==> config.mk <==
export PLATFORM = sky130hd
export DESIGN_NAME = traffic_phase_ctrl
export DESIGN_NICKNAME = d
export VERILOG_FILES = /design/src/rtl/traffic_phase_ctrl.sv
export SDC_FILE = /design/constraint.sdc
export NUM_CORES = 1
export LEC_CHECK = 0
export CORE_AREA = 3 3 89 91
export CTS_BUF_LIST = sky130_fd_sc_hd__clkbuf_8
export DETAILED_ROUTE_END_ITERATION = 8
export DIE_AREA = 0 0 92 94
export PLACE_DENSITY = 0.6
export SYNTH_ARGS = -nofsm -noshare
export SYNTH_HDL_FRONTEND = slang
export SYNTH_SLANG_ARGS = --single-unit
==> constraint.sdc <==
create_clock -name clk -period 2.8 [get_ports clk]
set_input_delay 0.28 -clock clk [delete_from_list [all_inputs] [get_ports clk]]
set_output_delay 0.28 -clock clk [all_outputs]
set_load 0.02 [all_outputs]
==> src/rtl/traffic_phase_ctrl.sv <==
// -----------------------------------------------------------------------------
// traffic_phase_ctrl
//
// Two-way intersection phase controller. Steps the north-south (NS) and
// east-west (EW) signal heads through NS green -> NS yellow -> EW green ->
// EW yellow on a 1 s tick derived from clk. Publishes per-direction seconds
// remaining for the seven-segment display, and lets a pedestrian key pulse
// cut the current green short.
//
// Parameters:
//   TICK_CYCLES  clk cycles per 1 s tick
//   GREEN_S      green duration in seconds (2..96)
//   YELLOW_S     yellow duration in seconds (1..99-GREEN_S)
//   PED_S        green seconds left after a pedestrian request (1..GREEN_S-1)
//
// Ports:
//   clk       in   system clock
//   rst_n     in   asynchronous active-low reset
//   key_flag  in   one-cycle pedestrian request pulse
//   ns_light  out  NS head, one-hot {red, yellow, green}
//   ew_light  out  EW head, one-hot {red, yellow, green}
//   dat1      out  seconds until the NS head changes (binary 0..99)
//   dat2      out  seconds until the EW head changes (binary 0..99)
//   phase     out  current state code (0 NS_G, 1 NS_Y, 2 EW_G, 3 EW_Y)
// -----------------------------------------------------------------------------
module traffic_phase_ctrl #(
    parameter int TICK_CYCLES = 50_000_000,
    parameter int GREEN_S     = 20,
    parameter int YELLOW_S    = 3,
    parameter int PED_S       = 5
) (
    input  logic       clk,
    input  logic       rst_n,
    input  logic       key_flag,
    output logic [2:0] ns_light,
    output logic [2:0] ew_light,
    output logic [7:0] dat1,
    output logic [7:0] dat2,
    output logic [1:0] phase
);

    localparam int CNT_W = (TICK_CYCLES > 1) ? $clog2(TICK_CYCLES) : 1;

    localparam logic [CNT_W-1:0] CNT_LAST = CNT_W'(TICK_CYCLES - 1);
    localparam logic [7:0]       GREEN_V  = 8'(GREEN_S);
    localparam logic [7:0]       YELLOW_V = 8'(YELLOW_S);
    localparam logic [7:0]       PED_V    = 8'(PED_S);

    localparam logic [2:0] LIGHT_GREEN  = 3'b001;
    localparam logic [2:0] LIGHT_YELLOW = 3'b010;
    localparam logic [2:0] LIGHT_RED    = 3'b100;

    typedef enum logic [1:0] {
        NS_G = 2'd0,
        NS_Y = 2'd1,
        EW_G = 2'd2,
        EW_Y = 2'd3
    } state_e;

    // Fixed ring order; there is no other transition.
    function automatic state_e next_state(input state_e s);
        state_e n;
        case (s)
            NS_G:    n = NS_Y;
            NS_Y:    n = EW_G;
            EW_G:    n = EW_Y;
            EW_Y:    n = NS_G;
            default: n = NS_G;
        endcase
        return n;
    endfunction

    // Duration loaded into rem on entry to a state.
    function automatic logic [7:0] phase_dur(input state_e s);
        logic [7:0] d;
        case (s)
            NS_G, EW_G: d = GREEN_V;
            NS_Y, EW_Y: d = YELLOW_V;
            default:    d = GREEN_V;
        endcase
        return d;
    endfunction

    function automatic logic is_green(input state_e s);
        logic g;
        case (s)
            NS_G, EW_G: g = 1'b1;
            default:    g = 1'b0;
        endcase
        return g;
    endfunction

    function automatic logic [2:0] ns_light_enc(input state_e s);
        logic [2:0] l;
        case (s)
            NS_G:    l = LIGHT_GREEN;
            NS_Y:    l = LIGHT_YELLOW;
            default: l = LIGHT_RED;
        endcase
        return l;
    endfunction

    function automatic logic [2:0] ew_light_enc(input state_e s);
        logic [2:0] l;
        case (s)
            EW_G:    l = LIGHT_GREEN;
            EW_Y:    l = LIGHT_YELLOW;
            default: l = LIGHT_RED;
        endcase
        return l;
    endfunction

    // The red head waits for the other side's remaining green plus its yellow;
    // during a yellow both heads change together, so both show rem.
    function automatic logic [7:0] ns_dat(input state_e s, input logic [7:0] r);
        logic [7:0] d;
        case (s)
            EW_G:    d = r + YELLOW_V;
            default: d = r;
        endcase
        return d;
    endfunction

    function automatic logic [7:0] ew_dat(input state_e s, input logic [7:0] r);
        logic [7:0] d;
        case (s)
            NS_G:    d = r + YELLOW_V;
            default: d = r;
        endcase
        return d;
    endfunction

    state_e           state_q, state_d;
    logic [7:0]       rem_q, rem_d;
    logic [CNT_W-1:0] cnt_q, cnt_d;
    logic [2:0]       ns_light_q, ns_light_d;
    logic [2:0]       ew_light_q, ew_light_d;
    logic [7:0]       dat1_q, dat1_d;
    logic [7:0]       dat2_q, dat2_d;
    logic             tick_s;
    logic             ped_ok_s;

    // Prescaler, tick decode and pedestrian-request qualification.
    always_comb begin
        tick_s   = (cnt_q == CNT_LAST);
        ped_ok_s = key_flag && is_green(state_q) && (rem_q > PED_V);
        if (tick_s) begin
            cnt_d = '0;
        end else begin
            cnt_d = cnt_q + CNT_W'(1);
        end
    end

    // Phase/remaining-time update; outputs are decoded from the next values so
    // that the registered outputs move in the same edge as state and rem.
    always_comb begin
        state_d = state_q;
        rem_d   = rem_q;
        if (ped_ok_s) begin
            // A key coincident with a tick wins and discards that decrement.
            rem_d = PED_V;
        end else if (tick_s) begin
            if (rem_q == 8'd1) begin
                state_d = next_state(state_q);
                rem_d   = phase_dur(next_state(state_q));
            end else begin
                rem_d = rem_q - 8'd1;
            end
        end else begin
            rem_d = rem_q;
        end
        ns_light_d = ns_light_enc(state_d);
        ew_light_d = ew_light_enc(state_d);
        dat1_d     = ns_dat(state_d, rem_d);
        dat2_d     = ew_dat(state_d, rem_d);
    end

    // Controller state and registered outputs.
    always_ff @(posedge clk or negedge rst_n) begin
        if (!rst_n) begin
            state_q    <= NS_G;
            rem_q      <= GREEN_V;
            cnt_q      <= '0;
            ns_light_q <= LIGHT_GREEN;
            ew_light_q <= LIGHT_RED;
            dat1_q     <= GREEN_V;
            dat2_q     <= GREEN_V + YELLOW_V;
        end else begin
            state_q    <= state_d;
            rem_q      <= rem_d;
            cnt_q      <= cnt_d;
            ns_light_q <= ns_light_d;
            ew_light_q <= ew_light_d;
            dat1_q     <= dat1_d;
            dat2_q     <= dat2_d;
        end
    end

    assign ns_light = ns_light_q;
    assign ew_light = ew_light_q;
    assign dat1     = dat1_q;
    assign dat2     = dat2_q;
    assign phase    = state_q;

endmodule

# After elaboration in Yosys (flattened, before gate mapping)
# Cells that the tools add are included.
[totals] input_bits=3 out_inout_bits=24 reg_bits=58
[classes] n_addsub=3 magnitude_cmp=1 n_reduce_logical=8 n_mux=17 eq_ne=11
[op_table] cell="2-to-1 mux 8 bit" n=5
[op_table] cell="adder 26 x 1 -> 26 bit, second input constant" n=1
[op_table] cell="equality test 26 bit, second input constant" n=1
[op_table] cell="2-to-1 mux 26 bit" n=1
[op_table] cell="one-hot mux 8 bit (2 select lines)" n=1
[op_table] cell="equality test 2 bit, second input constant" n=6
[op_table] cell="2-to-1 mux 2 bit" n=6
[op_table] cell="one-hot mux 3 bit (2 select lines)" n=2
[op_table] cell="adder 8 x 2 -> 8 bit, second input constant" n=1
[op_table] cell="equality test 8 x 1 -> 1 bit, second input constant" n=1
[op_table] cell="> comparator 8 x 3 -> 1 bit, second input constant" n=1
[op_table] cell="one-hot mux 2 bit (4 select lines)" n=1
[op_table] cell="subtractor 8 x 1 -> 8 bit, second input constant" n=1
[op_table] cell="equality test 2 x 1 -> 1 bit, second input constant" n=3
[op_table] cell="zero test 2 bit" n=3
[op_table] cell="OR reduction 2 bit" n=3
[op_table] cell="logical AND 1 bit" n=2
[op_table] cell="2-to-1 mux 1 bit" n=1

# Depth between registers and ports, before layout
# Gate-level depths: netlist of run 1.
[depth] depth_word=14 mapped_depth=11

# Worst setup path before layout of run 1
# No wires, ideal clock.
[synth_path] path_kind="reg2reg" start="reg rem_q[1]" end="reg dat2_q[7] (netlist: dat2[7])" path_stages_with_launch=11 n_path_buf=1 setup_ns=0.079 period_less_slack_ns=2.725 slack_ns=0.075 t_arrival_ns=2.646 cell_sequence="dfrtp_1 inv_1 ha_1 or3b_2 or2_1 or4_1 buf_6 mux2i_4 nor4bb_1 and3_1 xor2_1"
[synth_between] elab_chain_cells=6 word_cells_on_any_way=13 cone_classes="add/sub: 2; order compare: 1; eq/ne: 1; mux: 7; reduce/logical: 2"
[synth_rtl] element="start: declaration" line_no="134" text="logic [7:0] rem_q, rem_d;"
[synth_rtl] element="start signal: assignment" line_no="190" text="rem_q <= rem_d;"
[synth_rtl] element="subtractor 8 x 1 -> 8 bit or equality test 8 x 1 -> 1 bit (tied branches)" line_no="167, 163"
[synth_rtl] element="2-to-1 mux 8 bit or 2-to-1 mux 2 bit (tied branches)" line_no="163" text="if (rem_q == 8'd1) begin"
[synth_rtl] element="2-to-1 mux 8 bit or 2-to-1 mux 2 bit (tied branches)" line_no="162" text="end else if (tick_s) begin"
[synth_rtl] element="2-to-1 mux 8 bit or 2-to-1 mux 2 bit (tied branches)" line_no="159" text="if (ped_ok_s) begin"
[synth_rtl] element="adder 8 x 2 -> 8 bit or zero test 2 bit (tied branches)" line_no="127, 126"
[synth_rtl] element="2-to-1 mux 8 bit *" line_no="126" text="case (s)"
[synth_rtl] element="via dat2_d[7]" line_no="139" text="logic [7:0] dat2_q, dat2_d;"
[synth_rtl] element="end signal: assignment" line_no="187" text="dat2_q <= GREEN_V + YELLOW_V;"
[synth_rtl] element="end signal: assignment" line_no="195" text="dat2_q <= dat2_d;"
[synth_rtl] element="end: declaration" line_no="139"
# The timed path passes the listed nets; every way through them passes the cells marked *.

# Worst setup path in the final report of run 1
[layout_path] start="reg rem_q[7]" end="reg dat2_q[7] (netlist: dat2[7])"
# Same word-level chain as after synthesis.

==> results of run 1 <==
cell usage in the layout, fill, tap and decap left out, types with 10 or more instances in the layout:
master	count
xnor2_1	23
nand4_1	12
dfrtp_1	48
dfstp_2	10
nand2_1	15
xor2_1	15
buf_4	31
inv_1	11
nand3_1	16
clkdlybuf4s50_1	25
nor2_1	29
layer usage:
| metal | vias to the layer above | part of all wire [%] | global-route usage [%] |
|---|---|---|---|
| met4 | 0 | 2.3 | 8.29 |
| met5 | - | 0 | 0 |
| met3 | 15 | 4.3 | 3.61 |
| met2 | 43 | 45 | 21.6 |
| met1 | 1054 | 49 | 20.7 |
| li1 | 1065 | - | - |
through the flow:
step | power, mW | setup slack (ps) | cells | util [%] | hold WS, ps
after floorplan | 0.932 | 74.8 | 265 | - | -15.6
after global routing | 1.77 | -41.9 | 433 | 50.7 | 191
after global placement | 0.989 | 65.3 | 412 | 47.1 | 474
after CTS | 1.73 | 3.10 | 428 | 49.7 | 142
after detailed placement | 0.989 | 16.2 | 412 | 47.1 | 478
final | 1.71 | 76.2 | 433 | 50.7 | 111
logic make-up after synthesis:
logic type	after synthesis
mux	5
buf+inv	16
simple gates	117
fa+ha+maj	7
flops	58
xor+xnor	38
compound gates	24
registers in the layout (all words and copies together), names as in the netlist:
register	count
cnt_q	26
dat1	8
dat2	8
rem_q	8
ew_light	3
ns_light	3
phase	2
final cells by class:
class,instances,area [µm²]
fillers,672,3550
flip-flops and latches,58,1460
multi-input cells,191,1350
repair buffers,58,499
clock buffers,9,124
well taps,99,124
clock inverters,7,61.3
inverters,11,41.3
synth_stat cells (2+ instances only):
library cell	instances	share of area (%)
a31oi_1	2	0.44
nand3_1	16	2.8
nor4_1	4	0.88
and4_1	4	1.2
o21ai_0	2	0.35
dfstp_2	10	9.2
a21oi_1	6	1.1
and3_1	4	0.88
nand4_1	12	2.6
nor4bb_1	2	0.70
ha_1	7	3.1
clkbuf_1	2	0.26
or3_1	4	0.88
inv_1	11	1.4
xnor2_1	23	7.1
xor2_1	15	4.6
nor2_1	29	3.8
dfrtp_1	48	42
o311ai_1	2	0.61
or2_2	2	0.44
nor3_1	6	1.1
nand2_1	15	2.0
buf_6	2	0.79
and2_1	6	1.3
mux2i_1	3	1.1
mux2i_4	2	1.6
worst max-delay path, stage by stage (launching register included):
cell	delay, ps
dfrtp_1	390
or4_4	550
or2_4	280
or4_4	590
mux2i_4	230
nor4bb_1	280
and3_1	200
xor2_1	130
power by group:
part           internal [mW]  switching, mW
combinational         0.0495         0.0621
clock                  0.401          0.330
sequential             0.857        0.00767
total                   1.31          0.400
what timing repair did:
| action | CTS | global route |
|---|---|---|
| hold buffers | 0 | 0 |
| gates resized for setup | 0 | 11 |
| setup buffers | 0 | 5 |
| endpoints found under the setup margin | 0 | 15 |
worst min-delay path by stage:
| stage | cells past startpoint | slack [ps] | start | to |
|---|---|---|---|---|
| after detailed placement | 1 | 480 | cnt_q[24] | cnt_q[24] |
| after global routing | 1 | 190 | rst_n | dat1[3] |
| after CTS | 1 | 140 | rst_n | dat2[5] |
| after floorplan | 0 | -20 | rst_n | cnt_q[0] |
| after global placement | 1 | 470 | cnt_q[16] | cnt_q[16] |
| final | 1 | 110 | rst_n | dat1[5] |
==> impl_metrics.ini, run 1 <==
[floorplanning]
io_pins = 27
initial_core_util_pct = 39.5
die_x_um = 92
core_area_um2 = 7210
die_area_um2 = 8650
rows = 31
die_y_um = 94

[synthesis]
synthCells = 265
ys_types = 52
synth_compound_area_share_pct = 6.10
yosys.area_share.simple_pct = 22.5
yosys.area_share.adder_pct = 3.07
syn_nets = 275
ys_warn_count = 0
synth_edf_count = 0
ys_ff_latch = 58
synth_ff_type = dfrtp_1
synthArstFlopShare_pct = 100
muxShareOfSynthArea_pct = 2.63
yosysSeqAreaShare_pct = 51.3
syn_area_um2 = 2850
synth_top_family_by_area = simple AND/OR/NAND/NOR gates
synth.avg_cell_area_um2 = 10.8
synth_xor_area_share_pct = 11.7

[timing]
fmaxAchievable_mhz = 367
period_share_pct = 97.3
relSlewSlack_pct = 34.2
final.setup_skew_ps = 4.48
final_max_slew_viol_count = 0
min_period_ps = 2720
finalHoldViolations = 0
finalSetupViolCount = 0
rsz0062_at_grt = true
tightest_slew_ps = 988
finalSetupTns_ps = 0

[routing]
drc = 0
viasPerCell = 5.03
drtPass1Iterations = 4
num_vias = 2177
drt-wirelength-per-cell_um = 14.1
drt_iter0_markers = 88
ant_nets = 0
drt_wl_total_mm = 6.10

[cts]
numCtsBuffers = 9
cts.sinks = 58
clk_pin_slew_ps = 60
root_buffer = clkbuf_8
cts_tree = done
cts.htree.levels = 3
clock_latency_ps = 330
clock_path_buffers = 2

[setup_path]
critPathMaxFanout = 4
reg2reg_to = dat2[7]
rrSetupSlack_ps = 80
rr_worst_depth = 7
critical_path_class = reg2reg
cp.required_ps = 3060
crit_path_start_kind = flip-flop
cp-end-kind = flip-flop
critPathLaunch = rem_q[7]
crit_arrival_ps = 2990
crit_end = dat2[7]
r2r_start = rem_q[7]

[final_layout]
diodes = 0
design_area_um2 = 3660
final_nets = 339
area_growth_pct = 28.4
layout-drive-gt1-share_pct = 22.8

[grt]
grt_usage_pct = 15.0
grt_overflow = 0
antenna_found_initial = 0
grt_pass1_vias = 2151
grt_max_degree = 47
grt_pass1_wl_mm = 10.1

[power_and_ir_drop]
p_leak_nw = 1.63
p_per_area_nw_per_um2 = 466
peakVddDrop_mv = 0.243

[run]
maxCapViolCount = 0

[placement]
placed_cell_area_um2 = 3400
gp_routability_congestion = 0.882
io_buffers = 26
hpwl_mm = 4.43

[worst_hold_path]
hold_class = in2async

[outcome]
status = finished, final reports clean
Power figures use the tool's default switching activity.
==> run 2, diff against run 1 <==
HOLD_SLACK_MARGIN = 0.15   (was unset)
==> impl_metrics.ini, run 2 (synthesis results as in run 1) <==
[outcome]
status = finished, final reports clean

[timing]
final.setup_skew_ps = 5.08
relSlewSlack_pct = 34.0
tightest_slew_ps = 991
min_period_ps = 2730
final_max_slew_viol_count = 0
finalSetupViolCount = 0
rsz0062_at_grt = true
fin_ws_ps = 73.8
fmaxAchievable_mhz = 367
fin_hold_ws_ps = 487
finalHoldViolations = 0
finalSetupTns_ps = 0
period_share_pct = 97.4

[routing]
ant_nets = 0
drt-wirelength-per-cell_um = 14.0
drt_wl_total_mm = 6.10
drt_iter0_markers = 96
viasPerCell = 4.99
num_vias = 2167
drtPass1Iterations = 4
drc = 0

[final_layout]
fin_cells = 434
regMostFlops = cnt_q
diodes = 0
area_growth_pct = 28.7
largest_reg_flops = 26
mostFrequentLayoutCell = dfrtp_1
final_cell_mix = 48 x dfrtp_1, 31 x buf_4, 29 x nor2_1
layout-drive-gt1-share_pct = 22.7
final_nets = 340

[cts]
root_buffer = clkbuf_8
cts.sinks = 58
clock_path_buffers = 2
numCtsBuffers = 9
clock_latency_ps = 340
clk_pin_slew_ps = 60
cts.htree.levels = 3
cts_tree = done

[placement]
gp_routability_congestion = 0.882
io_buffers = 26
dp_slack_ps = 16.2
hpwl_mm = 4.43
dpl.cell_count = 412

[grt]
grt_pass1_wl_mm = 10.1
grt_pass1_vias = 2151
grt_usage_pct = 15.0
grt_overflow = 0
antenna_found_initial = 0
grt_max_degree = 47

[setup_path]
crit_path_start_kind = flip-flop
slowest_delay_ps = 590
critPathSlowestCell = or4_4
cp-end-kind = flip-flop
cpMostUsedCell = or4_4
cp.required_ps = 3060
crit_arrival_ps = 2990
critPathMaxFanout = 4
critical_path_class = reg2reg
cp_cell_sequence = or4_4, or2_4, or4_4, mux2i_4, nor4bb_1, and3_1, xor2_1

[floorplanning]
die_y_um = 94
core_area_um2 = 7210
initial_core_util_pct = 39.5
io_pins = 27
die_area_um2 = 8650
rows = 31
die_x_um = 92

[worst_hold_path]
hold_class = reg2reg

[power_and_ir_drop]
p_per_area_nw_per_um2 = 466
peakVddDrop_mv = 0.243
p_leak_nw = 1.63

[run]
maxCapViolCount = 0
[run 2: cell types whose count changed in the layout (fill, tap and decap cells not counted), sizes merged]
cell / previous run / this run
dlygate4sd3: 0 / 1
[run 2: per-layer routing]
layer | GRT usage [%] | wire [µm]
met1 | 20.7 | 3000
met2 | 21.6 | 2700
met3 | 3.61 | 269
met4 | 8.29 | 123
met5 | 0 | 0
[run 2: worst paths after layout]
kind / startpoint / depth (start not counted) / end / slack (ps)
max: rem_q[7] / 7 / dat2[7] / 70
min: cnt_q[24] / 1 / cnt_q[24] / 490
max reg2reg: rem_q[7] / 7 / dat2[7] / 70
min reg2reg: cnt_q[24] / 1 / cnt_q[24] / 490
max in group asynchronous: rst_n / 3 / cnt_q[19] / 1450
min in group asynchronous: rst_n / 2 / dat1[5] / 650
[run 2: critical path, delay by kind of cell, from the launching register on]
kind | cells | cell delay [ps]
and+or+nand+nor | 5 | 1910
DFF | 1 | 390
muxes | 1 | 230
xor gates and xnor gates | 1 | 130
[run 2: power breakdown]
part	internal (mW)	total [mW]	switching, mW	leakage [nW]
clock	0.401	0.734	0.333	0.100
sequential	0.857	0.864	0.00765	0.745
combinational	0.0503	0.113	0.0623	0.788
[run 2: cell type report]
type                            instances  area (µm²)
Clock inverter                          7        61.3
Multi-Input combinational cell        191        1350
Tap cell                               99         124
Fill cell                             672        3540
Sequential cell                        58        1460
Inverter                               11        41.3
Timing Repair Buffer                   59         509
Clock buffer                            9         124
[run 2: per-stage QoR]
step | power, mW | util [%] | cell area (µm²)
3_3_place_gp | 0.989 | 47.1 | 3400
2_1_floorplan | 0.932 | - | 2850
6_report | 1.71 | 50.9 | 3670
3_5_place_dp | 0.989 | 47.1 | 3400
4_1_cts | 1.73 | 49.8 | 3590
5_1_grt | 1.78 | 50.9 | 3670
[run 2: what timing repair did]
| action | 4_1_cts | 5_1_grt |
|---|---|---|
| hold endpoints to repair | 31 | 0 |
| endpoints found under the setup margin | 0 | 15 |
| resized for setup | 0 | 11 |
| hold buffers | 1 | 0 |
| setup buffers | 0 | 5 |
